`config.mk`:
```
export PLATFORM = sky130hd
export DESIGN_NAME = rd_buffer_readout
export DESIGN_NICKNAME = d
export VERILOG_FILES = /design/src/rtl/rd_buffer_readout.sv
export SDC_FILE = /design/constraint.sdc
export NUM_CORES = 1
export LEC_CHECK = 0
export BUFFER_PORTS_ARGS = -buffer_cell sky130_fd_sc_hd__buf_2
export CORE_ASPECT_RATIO = 1.4
export CORE_MARGIN = 10
export CORE_UTILIZATION = 50
export DETAILED_ROUTE_END_ITERATION = 10
export PLACE_DENSITY = 0.71
export SKIP_LAST_GASP = 1
export SLEW_MARGIN = 20
export SYNTH_ARGS = -nofsm -noshare
export SYNTH_HDL_FRONTEND = slang
export SYNTH_SLANG_ARGS = --single-unit
export TNS_END_PERCENT = 20
```
`constraint.sdc`:
```
create_clock -name CLK120 -period 2.9 [get_ports CLK120]
set_clock_uncertainty 0.1 [all_clocks]
set_input_delay 0 -clock CLK120 [delete_from_list [all_inputs] [get_ports CLK120]]
set_output_delay 0 -clock CLK120 [all_outputs]
set_load 0.01 [all_outputs]
```
`src/rtl/rd_buffer_readout.sv`:
```
`default_nettype none
// ============================================================================
//  Module   : rd_buffer_readout
//  Purpose  : Reads one full RD capture buffer out of the capture BRAM
//             (port B) and streams it over an AXI-Stream style handshake,
//             then releases the buffer back to the capture stage.
//  Revision : 1.0  - initial release
// ----------------------------------------------------------------------------
//  Parameters
//    NWORDS      words per buffer (power of 2, <= 2048)
//    MEM_LATENCY BRAM read latency in cycles (1 or 2)
//    BUSY_WAIT   max cycles to wait for a busy buffer to become full
//    SKID_DEPTH  output FIFO depth (>= MEM_LATENCY+2)
//  Ports
//    CLK120, RST          clock, synchronous active-high reset
//    START, BUF_RNUM      one-cycle request and the buffer it targets
//    BUF_FULL, BUF_BUSY   per-buffer flags from the capture stage
//    MEM_EN/ADDR/DOUT     BRAM port-B read interface (byte address)
//    M_TDATA/TVALID/TREADY/TLAST  output stream
//    BUF_RELEASE, RELEASE_NUM     one-cycle release of a drained buffer
//    DONE, RESULT         end-of-request pulse and its code (0 OK,
//                         1 EMPTY, 2 TIMEOUT)
//    BUSY                 high whenever a request is in progress
// ============================================================================
module rd_buffer_readout #(
  parameter int NWORDS      = 2048,
  parameter int MEM_LATENCY = 1,
  parameter int BUSY_WAIT   = 1200,
  parameter int SKID_DEPTH  = 4
) (
  input  logic        CLK120,
  input  logic        RST,
  input  logic        START,
  input  logic [1:0]  BUF_RNUM,
  input  logic [3:0]  BUF_FULL,
  input  logic [3:0]  BUF_BUSY,
  output logic        MEM_EN,
  output logic [14:0] MEM_ADDR,
  input  logic [31:0] MEM_DOUT,
  output logic [31:0] M_TDATA,
  output logic        M_TVALID,
  input  logic        M_TREADY,
  output logic        M_TLAST,
  output logic        BUF_RELEASE,
  output logic [1:0]  RELEASE_NUM,
  output logic        DONE,
  output logic [1:0]  RESULT,
  output logic        BUSY
);

  localparam int C_WW = (NWORDS > 1) ? $clog2(NWORDS) : 1;
  localparam int C_PW = (SKID_DEPTH > 1) ? $clog2(SKID_DEPTH) : 1;
  localparam int C_CW = $clog2(SKID_DEPTH + 1);
  localparam int C_SW = C_CW + 1;
  localparam int C_TW = (BUSY_WAIT > 1) ? $clog2(BUSY_WAIT) : 1;

  localparam logic [C_WW-1:0] C_LAST_WORD = C_WW'(NWORDS - 1);
  localparam logic [C_TW-1:0] C_WAIT_LAST = C_TW'(BUSY_WAIT - 1);
  localparam logic [C_PW-1:0] C_PTR_LAST  = C_PW'(SKID_DEPTH - 1);
  localparam logic [C_SW-1:0] C_DEPTH     = C_SW'(SKID_DEPTH);

  localparam logic [1:0] C_RES_OK      = 2'd0;
  localparam logic [1:0] C_RES_EMPTY   = 2'd1;
  localparam logic [1:0] C_RES_TIMEOUT = 2'd2;

  typedef enum logic [2:0] {
    S_IDLE    = 3'd0,
    S_CHECK   = 3'd1,
    S_WAIT    = 3'd2,
    S_STREAM  = 3'd3,
    S_RELEASE = 3'd4,
    S_FINISH  = 3'd5
  } state_t;

  state_t            r_state;
  logic [1:0]        r_buf;
  logic [C_TW-1:0]   r_wait_cnt;
  logic [C_WW-1:0]   r_rw;        // next word to read
  logic              r_rd_done;   // all NWORDS reads issued
  logic [C_WW-1:0]   r_ow;        // index of word at the FIFO head
  logic              r_release;
  logic [1:0]        r_relnum;
  logic              r_done;
  logic [1:0]        r_result;
  logic              r_busy;

  // Read-return tracking and skid FIFO
  logic [MEM_LATENCY-1:0] r_vpipe;
  logic [C_CW-1:0]        r_outst;
  logic [31:0]            r_mem [SKID_DEPTH];
  logic [C_PW-1:0]        r_wp;
  logic [C_PW-1:0]        r_rp;
  logic [C_CW-1:0]        r_count;

  logic              w_fifo_valid;
  logic              w_pop;
  logic              w_push;
  logic [C_SW-1:0]   w_inflight;
  logic              w_issue;
  logic              w_last_beat;
  logic [10:0]       w_word11;

  function automatic logic [C_PW-1:0] ptr_inc(input logic [C_PW-1:0] p);
    return (p == C_PTR_LAST) ? '0 : p + 1'b1;
  endfunction

  assign w_fifo_valid = (r_count != '0);
  assign w_pop        = w_fifo_valid && M_TREADY;
  assign w_push       = r_vpipe[MEM_LATENCY-1];
  // Reads in flight plus words already buffered; a new read is only issued
  // when its data is guaranteed a free FIFO slot on return.
  assign w_inflight   = C_SW'(r_outst) + C_SW'(r_count);
  assign w_issue      = (r_state == S_STREAM) && !r_rd_done && (w_inflight < C_DEPTH);
  assign w_last_beat  = (r_ow == C_LAST_WORD);
  assign w_word11     = 11'(r_rw);

  assign MEM_EN      = w_issue;
  assign MEM_ADDR    = w_issue ? {r_buf, w_word11, 2'b00} : 15'd0;
  assign M_TVALID    = w_fifo_valid;
  assign M_TDATA     = w_fifo_valid ? r_mem[r_rp] : 32'd0;
  assign M_TLAST     = w_fifo_valid && w_last_beat;
  assign BUF_RELEASE = r_release;
  assign RELEASE_NUM = r_relnum;
  assign DONE        = r_done;
  assign RESULT      = r_result;
  assign BUSY        = r_busy;

  // Control FSM; all request-level outputs are registered here.
  always_ff @(posedge CLK120) begin
    if (RST) begin
      r_state    <= S_IDLE;
      r_buf      <= '0;
      r_wait_cnt <= '0;
      r_rw       <= '0;
      r_rd_done  <= 1'b0;
      r_ow       <= '0;
      r_release  <= 1'b0;
      r_relnum   <= '0;
      r_done     <= 1'b0;
      r_result   <= '0;
      r_busy     <= 1'b0;
    end else begin
      r_release <= 1'b0;
      r_done    <= 1'b0;
      case (r_state)
        S_IDLE: begin
          if (START) begin
            r_buf   <= BUF_RNUM;
            r_busy  <= 1'b1;
            r_state <= S_CHECK;
          end
        end
        S_CHECK: begin
          r_rw      <= '0;
          r_rd_done <= 1'b0;
          r_ow      <= '0;
          if (BUF_FULL[r_buf]) begin
            r_state <= S_STREAM;
          end else if (BUF_BUSY[r_buf]) begin
            r_wait_cnt <= '0;
            r_state    <= S_WAIT;
          end else begin
            r_result <= C_RES_EMPTY;
            r_done   <= 1'b1;
            r_state  <= S_FINISH;
          end
        end
        S_WAIT: begin
          r_wait_cnt <= r_wait_cnt + 1'b1;
          // FULL wins over the timeout when both happen in the same cycle.
          if (BUF_FULL[r_buf]) begin
            r_state <= S_STREAM;
          end else if (r_wait_cnt == C_WAIT_LAST) begin
            r_result <= C_RES_TIMEOUT;
            r_done   <= 1'b1;
            r_state  <= S_FINISH;
          end
        end
        S_STREAM: begin
          // FULL is not re-checked here: once started, the buffer drains.
          if (w_issue) begin
            r_rw <= r_rw + 1'b1;
            if (r_rw == C_LAST_WORD) begin
              r_rd_done <= 1'b1;
            end
          end
          if (w_pop) begin
            r_ow <= r_ow + 1'b1;
            if (w_last_beat) begin
              r_release <= 1'b1;
              r_relnum  <= r_buf;
              r_result  <= C_RES_OK;
              r_state   <= S_RELEASE;
            end
          end
        end
        S_RELEASE: begin
          r_done  <= 1'b1;
          r_state <= S_FINISH;
        end
        S_FINISH: begin
          r_busy  <= 1'b0;
          r_state <= S_IDLE;
        end
        default: begin
          r_busy  <= 1'b0;
          r_state <= S_IDLE;
        end
      endcase
    end
  end

  // Return-valid pipeline matching the BRAM latency, outstanding-read count
  // and FIFO pointers. Clearing r_vpipe on reset drops any read still in
  // flight so an abandoned stream cannot leak into the next one.
  always_ff @(posedge CLK120) begin
    if (RST) begin
      r_vpipe <= '0;
      r_outst <= '0;
      r_wp    <= '0;
      r_rp    <= '0;
      r_count <= '0;
    end else begin
      r_vpipe[0] <= w_issue;
      for (int i = 1; i < MEM_LATENCY; i++) begin
        r_vpipe[i] <= r_vpipe[i-1];
      end

      case ({w_issue, w_push})
        2'b10:   r_outst <= r_outst + 1'b1;
        2'b01:   r_outst <= r_outst - 1'b1;
        default: r_outst <= r_outst;
      endcase

      if (w_push) begin
        r_wp <= ptr_inc(r_wp);
      end
      if (w_pop) begin
        r_rp <= ptr_inc(r_rp);
      end

      case ({w_push, w_pop})
        2'b10:   r_count <= r_count + 1'b1;
        2'b01:   r_count <= r_count - 1'b1;
        default: r_count <= r_count;
      endcase
    end
  end

  // FIFO storage needs no reset; r_count gates every read of it.
  always_ff @(posedge CLK120) begin
    if (w_push) begin
      r_mem[r_wp] <= MEM_DOUT;
    end
  end

endmodule
`default_nettype wire

```
==> flow_results.xml, run 1 <==
<?xml version="1.0" encoding="UTF-8"?>
<metrics>
  <group name="placed_design">
    <metric name="numPortBuffers" unit="">100</metric>
    <metric name="dpl.hpwl" unit="um">10700</metric>
    <metric name="pre_cts_ws" unit="ns">0.398</metric>
    <metric name="finalWeightedCongestion" unit="">0.794</metric>
  </group>
  <group name="clocking">
    <metric name="post-cts-setup-buffers" unit="">0</metric>
    <metric name="total_number_of_h_tree_levels" unit="">4</metric>
    <metric name="clock_latency" unit="ns">0.42</metric>
    <metric name="largest_buffer_count_on_any_clock_path" unit="">2</metric>
    <metric name="tritoncts_buffer_count" unit="">17</metric>
    <metric name="cts_root_buffer" unit="">sky130_fd_sc_hd__clkbuf_16</metric>
    <metric name="clock_pin_slew_worst_setup_and_hold_paths" unit="ns">0.07</metric>
    <metric name="cts_tree" unit="">done</metric>
    <metric name="clkSinkCount" unit="">187</metric>
  </group>
  <group name="setup_path">
    <metric name="critPathMaxFanout" unit="">12</metric>
    <metric name="critical_path.reg2reg.startpoint" unit="">r_state[2]</metric>
    <metric name="critical_path.startpoint_type" unit="">flip-flop</metric>
    <metric name="required_time_of_the_worst_setup_path" unit="ns">3.10</metric>
    <metric name="cp-startpoint" unit="">r_state[2]</metric>
    <metric name="worst_reg2reg_path_length_in_cells" unit="">6</metric>
    <metric name="criticalPathCategory" unit="">flip-flop to flip-flop</metric>
    <metric name="endpoint_kind" unit="">flip-flop</metric>
    <metric name="cp_data_arrival_time" unit="ns">2.79</metric>
  </group>
  <group name="timing">
    <metric name="final.period_utilization" unit="">0.891</metric>
    <metric name="worst_slew_margin_rel" unit="">0.444</metric>
    <metric name="period_needed" unit="ns">2.59</metric>
    <metric name="setup_slack" unit="ns">0.315</metric>
    <metric name="setup_violations" unit="">0</metric>
    <metric name="timing.final.max_slew_violations" unit="">0</metric>
    <metric name="actual_transition_at_the_worst_max_transition_pin" unit="ns">0.834</metric>
    <metric name="finalSetupTns" unit="ns">0</metric>
    <metric name="fmax" unit="MHz">387</metric>
    <metric name="grt_setup_unrepaired" unit="">false</metric>
    <metric name="finalHoldViolCount" unit="">0</metric>
  </group>
  <group name="drt">
    <metric name="drt_iter0_markers" unit="">368</metric>
    <metric name="routedWlPerCell" unit="um">17.3</metric>
    <metric name="drt.antenna.violating_nets" unit="">0</metric>
    <metric name="drt-vias-per-instance" unit="">5.35</metric>
    <metric name="route.vias.total" unit="">4940</metric>
    <metric name="drt_first_pass_iters" unit="">4</metric>
    <metric name="drc_errors" unit="">0</metric>
    <metric name="drt_wl_total" unit="um">15900</metric>
  </group>
  <group name="power_and_ir_drop">
    <metric name="power_per_cell_area" unit="nW/um2">600</metric>
    <metric name="peakVddDrop" unit="uV">366</metric>
    <metric name="total_leakage_power" unit="nW">3.50</metric>
    <metric name="fin_total_pwr" unit="W">0.00579</metric>
  </group>
  <group name="synth">
    <metric name="synth.most_common_cell" unit="">sky130_fd_sc_hd__edfxtp_1</metric>
    <metric name="netlist_top_cells_count" unit="">128 x sky130_fd_sc_hd__edfxtp_1, 59 x sky130_fd_sc_hd__dfxtp_1, 57 x sky130_fd_sc_hd__nor2_1, 49 x sky130_fd_sc_hd__and2_1, 34 x sky130_fd_sc_hd__mux4_2</metric>
    <metric name="synth.cell_area" unit="um2">7900</metric>
    <metric name="synth.top_cells.by_area" unit="">sky130_fd_sc_hd__edfxtp_1 49%, sky130_fd_sc_hd__dfxtp_1 15%, sky130_fd_sc_hd__mux4_2 9.7%</metric>
    <metric name="post_synthesis_mean_instance_area" unit="um2">13.9</metric>
    <metric name="ys_seq_elements" unit="">187</metric>
    <metric name="proportion_of_synthesized_chip_area_in_sequential_cells" unit="">0.636</metric>
    <metric name="synth-async-reset-ratio" unit="">0</metric>
    <metric name="synth_edf_count" unit="">128</metric>
    <metric name="ys.flop_type" unit="">sky130_fd_sc_hd__edfxtp_1</metric>
    <metric name="synth_largest_area_cell" unit="">sky130_fd_sc_hd__edfxtp_1</metric>
    <metric name="post_synth_inst_count" unit="">567</metric>
    <metric name="post_synth_cell_types" unit="">56</metric>
    <metric name="ys_warn_count" unit="">0</metric>
    <metric name="synth_top_area_share" unit="">0.487</metric>
  </group>
  <group name="outcome">
    <metric name="status" unit="">completed</metric>
  </group>
  <group name="worst_hold_path">
    <metric name="hold_sp" unit="">M_TREADY</metric>
    <metric name="hold_class" unit="">input pin to flip-flop</metric>
    <metric name="timing.hold.worst_path_depth" unit="">5</metric>
  </group>
  <group name="floorplanning">
    <metric name="coreArea" unit="um2">15500</metric>
    <metric name="start_util" unit="">0.508</metric>
    <metric name="io_pins" unit="">103</metric>
    <metric name="num_rows" unit="">54</metric>
    <metric name="floorplan.die.width" unit="um">126</metric>
    <metric name="die_y" unit="um">169</metric>
    <metric name="die_footprint" unit="um2">21300</metric>
  </group>
  <group name="global_route">
    <metric name="grt_first_pass_wirelength" unit="um">26900</metric>
    <metric name="grt-ovfl-total" unit="">0</metric>
    <metric name="grtUsageTotal" unit="">0.154</metric>
    <metric name="via_count_of_the_first_global_routing_pass" unit="">5343</metric>
    <metric name="antenna_found_initial" unit="">2</metric>
    <metric name="grt_start_max_net_pins" unit="">36</metric>
  </group>
  <group name="final_layout">
    <metric name="drive_gt1_frac" unit="">0.269</metric>
    <metric name="nNetsFinal" unit="">774</metric>
    <metric name="fillerInstances" unit="">1191</metric>
    <metric name="areaGrowthSynthToFinish" unit="%">22.1</metric>
  </group>
  <group name="flow_run">
    <metric name="timing.max_cap.violations" unit="">0</metric>
  </group>
</metrics>
==> metal layers <==
metal  up-vias  global-route usage  wire (um)  part of all wire
met5         -                   0         13           0.00082
met1      2402               0.176       6520              0.41
li1       2398                   -          -                 -
met3        18              0.0416        873             0.055
met4         2              0.0491        188             0.012
met2       120               0.271       8350              0.52
==> through the flow <==
step                cell area [um2]  utilization  hold slack, ns  std cells
detailed placement             8660        0.557           0.117        851
finish                         9640        0.621          0.0283        923
CTS                            9630        0.620          0.0186        922
global route                   9640        0.621          0.0276        923
global placement               8660        0.557           0.110        851
floorplan                      7900            -        -0.00113        568
==> cell usage in the layout, fill, tap and decap left out, types with 6 or more instances in the layout <==
cell type                       Yosys  routed
sky130_fd_sc_hd__edfxtp_1         128     128
sky130_fd_sc_hd__buf_2              4     100
sky130_fd_sc_hd__dfxtp_1           59      57
sky130_fd_sc_hd__nor2_1            57      57
sky130_fd_sc_hd__and2_1            49      45
sky130_fd_sc_hd__dlygate4sd3_1      0      40
sky130_fd_sc_hd__mux4_2            34      34
sky130_fd_sc_hd__a21oi_1           25      25
sky130_fd_sc_hd__nand2_1           19      19
sky130_fd_sc_hd__clkbuf_16          0      17
sky130_fd_sc_hd__xor2_1            16      16
sky130_fd_sc_hd__buf_4              3      15
sky130_fd_sc_hd__inv_1             13      13
sky130_fd_sc_hd__nand3_1           13      13
sky130_fd_sc_hd__ha_1              12      12
sky130_fd_sc_hd__o21ai_0           11      11
sky130_fd_sc_hd__nand4_1           10      10
sky130_fd_sc_hd__nor2b_1            8       8
sky130_fd_sc_hd__nor3_1             8       8
sky130_fd_sc_hd__xnor2_1            8       8
sky130_fd_sc_hd__nor4_1             6       6
==> where the power goes <==
group	switching (W)	leakage, nW	total, W	internal (W)
clock	0.00106	0.275	0.00220	0.00115
combinational	0.000345	1.60	0.000635	0.000290
sequential	0.0000554	1.63	0.00295	0.00289
==> critical path, stage by stage (launching register included) <==
cell and delay, ns:
sky130_fd_sc_hd__dfxtp_1 0.31, sky130_fd_sc_hd__buf_4 0.17, sky130_fd_sc_hd__nor4b_2 0.43, sky130_fd_sc_hd__mux2i_1 0.24, sky130_fd_sc_hd__dlygate4sd3_1 0.57, sky130_fd_sc_hd__nor2_1 0.05
sky130_fd_sc_hd__dlygate4sd3_1 0.59
==> worst paths after layout <==
path | end | slack [ns]
max | r_buf[1] | 0.31
min | r_state[2] | 0.03
max reg2reg | r_buf[1] | 0.31
min reg2reg | RESULT[0] | 0.38
==> flip-flops by register name, summed over array words and instances (netlist names), 3 cells and up, named ones only <==
signal,count
r_outst,3
r_state,3
r_wait_cnt,11
r_ow,11
r_mem,128
r_count,3
r_rw,11
==> cells by family (layout without fill, tap and decap cells) <==
logic type,after synthesis,in the layout,synth area share
simple gates,203,203,0.140
flops,187,187,0.636
compound gates,56,56,0.0439
buf+inv,42,200,0.0220
mux,40,40,0.107
xor+xnor,24,24,0.0266
fa+ha+maj,14,14,0.0241
other cells,1,3,0.000475
==> cell type report <==
cell class,count,area (um2),share of cell area
clock buffers,17,425,0.0441
multi-input cells,339,2720,0.282
diodes,1,2.50,0.000260
repair buffers,156,1030,0.107
clock inverters,14,145,0.0151
well taps,196,245,0.0254
flip-flops and latches,187,5030,0.521
inverters,13,48.8,0.00506
==> what timing repair did <==
item,CTS,global route
hold endpoints to repair,140,0
hold buffers,40,0
resized for setup,0,1
endpoints found under the setup margin,0,2
(Power assumes the default switching activity.)
==> run 2: changes to the inputs <==
PLACE_DENSITY = default   (was 0.71)
PLACE_DENSITY_LB_ADDON = 0.2   (was default)
==> run 2 against run 1 <==
Design area about the same; setup slack got worse by 0.016 ns; clock-buffer cell count increased by 1; core utilization about the same; non-clock buffer count decreased by 1; global-route usage about the same; sequential share of layout area about the same; via count increased by 1.1%; fmax decreased by 0.63%; die area unchanged; flip-flop and latch count unchanged.
==> flow_results.xml, run 2 (synthesis results as in run 1) <==
<?xml version="1.0" encoding="UTF-8"?>
<metrics>
  <group name="setup_path">
    <metric name="critical_path.startpoint_type" unit="">flip-flop</metric>
    <metric name="critical_path_depth" unit="">5</metric>
    <metric name="crit-reg2reg-capture" unit="">r_buf[0]</metric>
    <metric name="criticalPathCategory" unit="">flip-flop to flip-flop</metric>
    <metric name="critPathMaxFanout" unit="">13</metric>
    <metric name="critPathMostFrequentCell" unit="">sky130_fd_sc_hd__dlygate4sd3_1</metric>
    <metric name="worst_reg2reg_path_length_in_cells" unit="">5</metric>
    <metric name="cp_slowest_cell" unit="">sky130_fd_sc_hd__dlygate4sd3_1</metric>
    <metric name="critPathCapture" unit="">r_buf[0]</metric>
    <metric name="required_time_of_the_worst_setup_path" unit="ns">3.12</metric>
    <metric name="crit_chain" unit="">nor4b_2 -&gt; mux2i_1 -&gt; dlygate4sd3_1 -&gt; nor2_1 -&gt; dlygate4sd3_1</metric>
    <metric name="endpoint_kind" unit="">flip-flop</metric>
    <metric name="critical_path.reg2reg.startpoint" unit="">r_state[2]</metric>
    <metric name="critical_path.max_stage_delay" unit="ns">0.58</metric>
    <metric name="cp_data_arrival_time" unit="ns">2.82</metric>
    <metric name="worst-r2r-setup-slack" unit="ns">0.30</metric>
    <metric name="critical-path-top-delay-family" unit="">buffers and inverters</metric>
    <metric name="cp-startpoint" unit="">r_state[2]</metric>
    <metric name="worst-path-buf-inv" unit="">2</metric>
  </group>
  <group name="timing">
    <metric name="finalHoldViolCount" unit="">0</metric>
    <metric name="fmax" unit="MHz">384</metric>
    <metric name="grt_setup_unrepaired" unit="">false</metric>
    <metric name="fin_worst_hold_slack" unit="ns">0.0248</metric>
    <metric name="final.period_utilization" unit="">0.897</metric>
    <metric name="actual_transition_at_the_worst_max_transition_pin" unit="ns">0.884</metric>
    <metric name="period_needed" unit="ns">2.60</metric>
    <metric name="setup_violations" unit="">0</metric>
    <metric name="timing.final.max_slew_violations" unit="">0</metric>
    <metric name="worst_slew_margin_rel" unit="">0.411</metric>
    <metric name="finalSetupTns" unit="ns">0</metric>
  </group>
  <group name="floorplanning">
    <metric name="die_y" unit="um">169</metric>
    <metric name="io_pins" unit="">103</metric>
    <metric name="start_util" unit="">0.508</metric>
    <metric name="floorplan.die.width" unit="um">126</metric>
    <metric name="coreArea" unit="um2">15500</metric>
    <metric name="num_rows" unit="">54</metric>
    <metric name="die_footprint" unit="um2">21300</metric>
  </group>
  <group name="power_and_ir_drop">
    <metric name="clkPwrFrac" unit="">0.384</metric>
    <metric name="internal_power" unit="W">0.00433</metric>
    <metric name="total_leakage_power" unit="nW">3.50</metric>
    <metric name="power_switching_share" unit="">0.255</metric>
    <metric name="net-switching-power" unit="W">0.00148</metric>
    <metric name="power.sequential.fraction" unit="">0.506</metric>
    <metric name="power_per_cell_area" unit="nW/um2">603</metric>
    <metric name="share_comb_of_total_power" unit="">0.109</metric>
    <metric name="peakVddDrop" unit="uV">339</metric>
  </group>
  <group name="final_layout">
    <metric name="fillerInstances" unit="">1207</metric>
    <metric name="max_reg_flops" unit="">128</metric>
    <metric name="most-common-layout-cells" unit="">128 x sky130_fd_sc_hd__edfxtp_1, 100 x sky130_fd_sc_hd__buf_2, 58 x sky130_fd_sc_hd__dfxtp_1, 57 x sky130_fd_sc_hd__nor2_1, 45 x sky130_fd_sc_hd__and2_1</metric>
    <metric name="drive_gt1_frac" unit="">0.266</metric>
    <metric name="stdcell_count" unit="">922</metric>
    <metric name="areaGrowthSynthToFinish" unit="%">22.1</metric>
    <metric name="mostFrequentLayoutCell" unit="">sky130_fd_sc_hd__edfxtp_1</metric>
    <metric name="nNetsFinal" unit="">773</metric>
    <metric name="finish.utilization" unit="">0.621</metric>
    <metric name="design_area" unit="um2">9650</metric>
    <metric name="antenna_cells" unit="">0</metric>
    <metric name="most_flop_heavy_register" unit="">r_mem</metric>
  </group>
  <group name="global_route">
    <metric name="grtUsageTotal" unit="">0.154</metric>
    <metric name="grt_start_max_net_pins" unit="">36</metric>
    <metric name="via_count_of_the_first_global_routing_pass" unit="">5327</metric>
    <metric name="grt_first_pass_wirelength" unit="um">26500</metric>
    <metric name="grt-ovfl-total" unit="">0</metric>
    <metric name="antenna_found_initial" unit="">0</metric>
  </group>
  <group name="placed_design">
    <metric name="finalWeightedCongestion" unit="">0.802</metric>
    <metric name="numPortBuffers" unit="">100</metric>
    <metric name="dp.cells" unit="">850</metric>
    <metric name="dpl.hpwl" unit="um">10700</metric>
    <metric name="detailed_place.area" unit="um2">8650</metric>
  </group>
  <group name="drt">
    <metric name="drt-vias-per-instance" unit="">5.42</metric>
    <metric name="drc_errors" unit="">0</metric>
    <metric name="routedWlPerCell" unit="um">17.5</metric>
    <metric name="drt_first_pass_iters" unit="">4</metric>
    <metric name="drt_wl_total" unit="um">16200</metric>
    <metric name="drt.antenna.violating_nets" unit="">0</metric>
    <metric name="drt_iter0_markers" unit="">363</metric>
    <metric name="route.vias.total" unit="">4993</metric>
  </group>
  <group name="clocking">
    <metric name="tritoncts_buffer_count" unit="">17</metric>
    <metric name="largest_buffer_count_on_any_clock_path" unit="">2</metric>
    <metric name="clock_pin_slew_worst_setup_and_hold_paths" unit="ns">0.07</metric>
    <metric name="cts_tree" unit="">done</metric>
    <metric name="cts_root_buffer" unit="">sky130_fd_sc_hd__clkbuf_16</metric>
    <metric name="total_number_of_h_tree_levels" unit="">4</metric>
    <metric name="clock_latency" unit="ns">0.43</metric>
    <metric name="clkSinkCount" unit="">187</metric>
    <metric name="post-cts-setup-buffers" unit="">0</metric>
  </group>
  <group name="outcome">
    <metric name="status" unit="">completed</metric>
  </group>
  <group name="flow_run">
    <metric name="timing.max_cap.violations" unit="">0</metric>
  </group>
  <group name="worst_hold_path">
    <metric name="hold_class" unit="">input pin to flip-flop</metric>
  </group>
</metrics>
[run 2: cell types whose count changed in the layout (fill, tap and decap cells not counted)]
cell	change
sky130_fd_sc_hd__clkbuf_1	+1
sky130_fd_sc_hd__dfxtp_2	-1
sky130_fd_sc_hd__inv_6	-4
sky130_fd_sc_hd__clkinv_4	+2
sky130_fd_sc_hd__dfxtp_1	+1
sky130_fd_sc_hd__inv_8	+1
sky130_fd_sc_hd__diode_2	-1
sky130_fd_sc_hd__buf_4	-1
sky130_fd_sc_hd__clkinv_8	+1
[run 2: what timing repair did]
action	in CTS	in global routing
hold buffers	40	0
hold endpoints to repair	151	0
gates resized for setup	0	1
setup endpoints to repair	0	2
[run 2: through the flow]
stage / setup slack, ns / power [W]
final: 0.298 / 0.00581
after global routing: 0.196 / 0.00605
after CTS: 0.155 / 0.00587
after detailed placement: 0.401 / 0.00358
after global placement: 0.501 / 0.00356
after floorplan: 0.576 / 0.00338
[run 2: worst min path at each step]
stage,startpoint,to,slack [ns],depth (start not counted)
global route,M_TREADY,r_state[2],0.06,5
global placement,MEM_DOUT[22],r_mem[3][22],0.11,1
floorplan,MEM_DOUT[0],r_mem[0][0],-0.001,0
finish,M_TREADY,r_state[2],0.02,5
detailed placement,MEM_DOUT[17],r_mem[0][17],0.12,1
CTS,M_TREADY,r_rp[1],0.009,5
[run 2: layout make-up]
type / count / area (um2) / area share
clock buffer: 18 / 429 / 0.0445
inverter: 13 / 48.8 / 0.00506
sequential: 187 / 5030 / 0.521
clock inverter: 14 / 155 / 0.0161
multi-input combinational: 339 / 2720 / 0.281
tap: 196 / 245 / 0.0254
timing repair buffer: 155 / 1030 / 0.106
[run 2: power by group through the flow]
stage	Clock, W	Combinational [W]	Sequential, W
2_1_floorplan	0	0.000389	0.00299
3_5_place_dp	0	0.000578	0.00300
4_1_cts	0.00228	0.000639	0.00294
6_report	0.00224	0.000634	0.00294
3_3_place_gp	0	0.000565	0.00300
5_1_grt	0.00240	0.000699	0.00295
[run 2: tightest hold or removal path: cells and delay by family]
family,cells,cell delay (ns)
and+or+nand+nor,3,0.31
buffers and inverters,1,0.12
AOI/OAI and AO/OA,1,0.06
[run 2: per-layer routing]
layer / GRT usage / share of wire
met3: 0.0475 / 0.049
met2: 0.271 / 0.53
met5: 0 / 0
met4: 0.0511 / 0.017
met1: 0.171 / 0.41
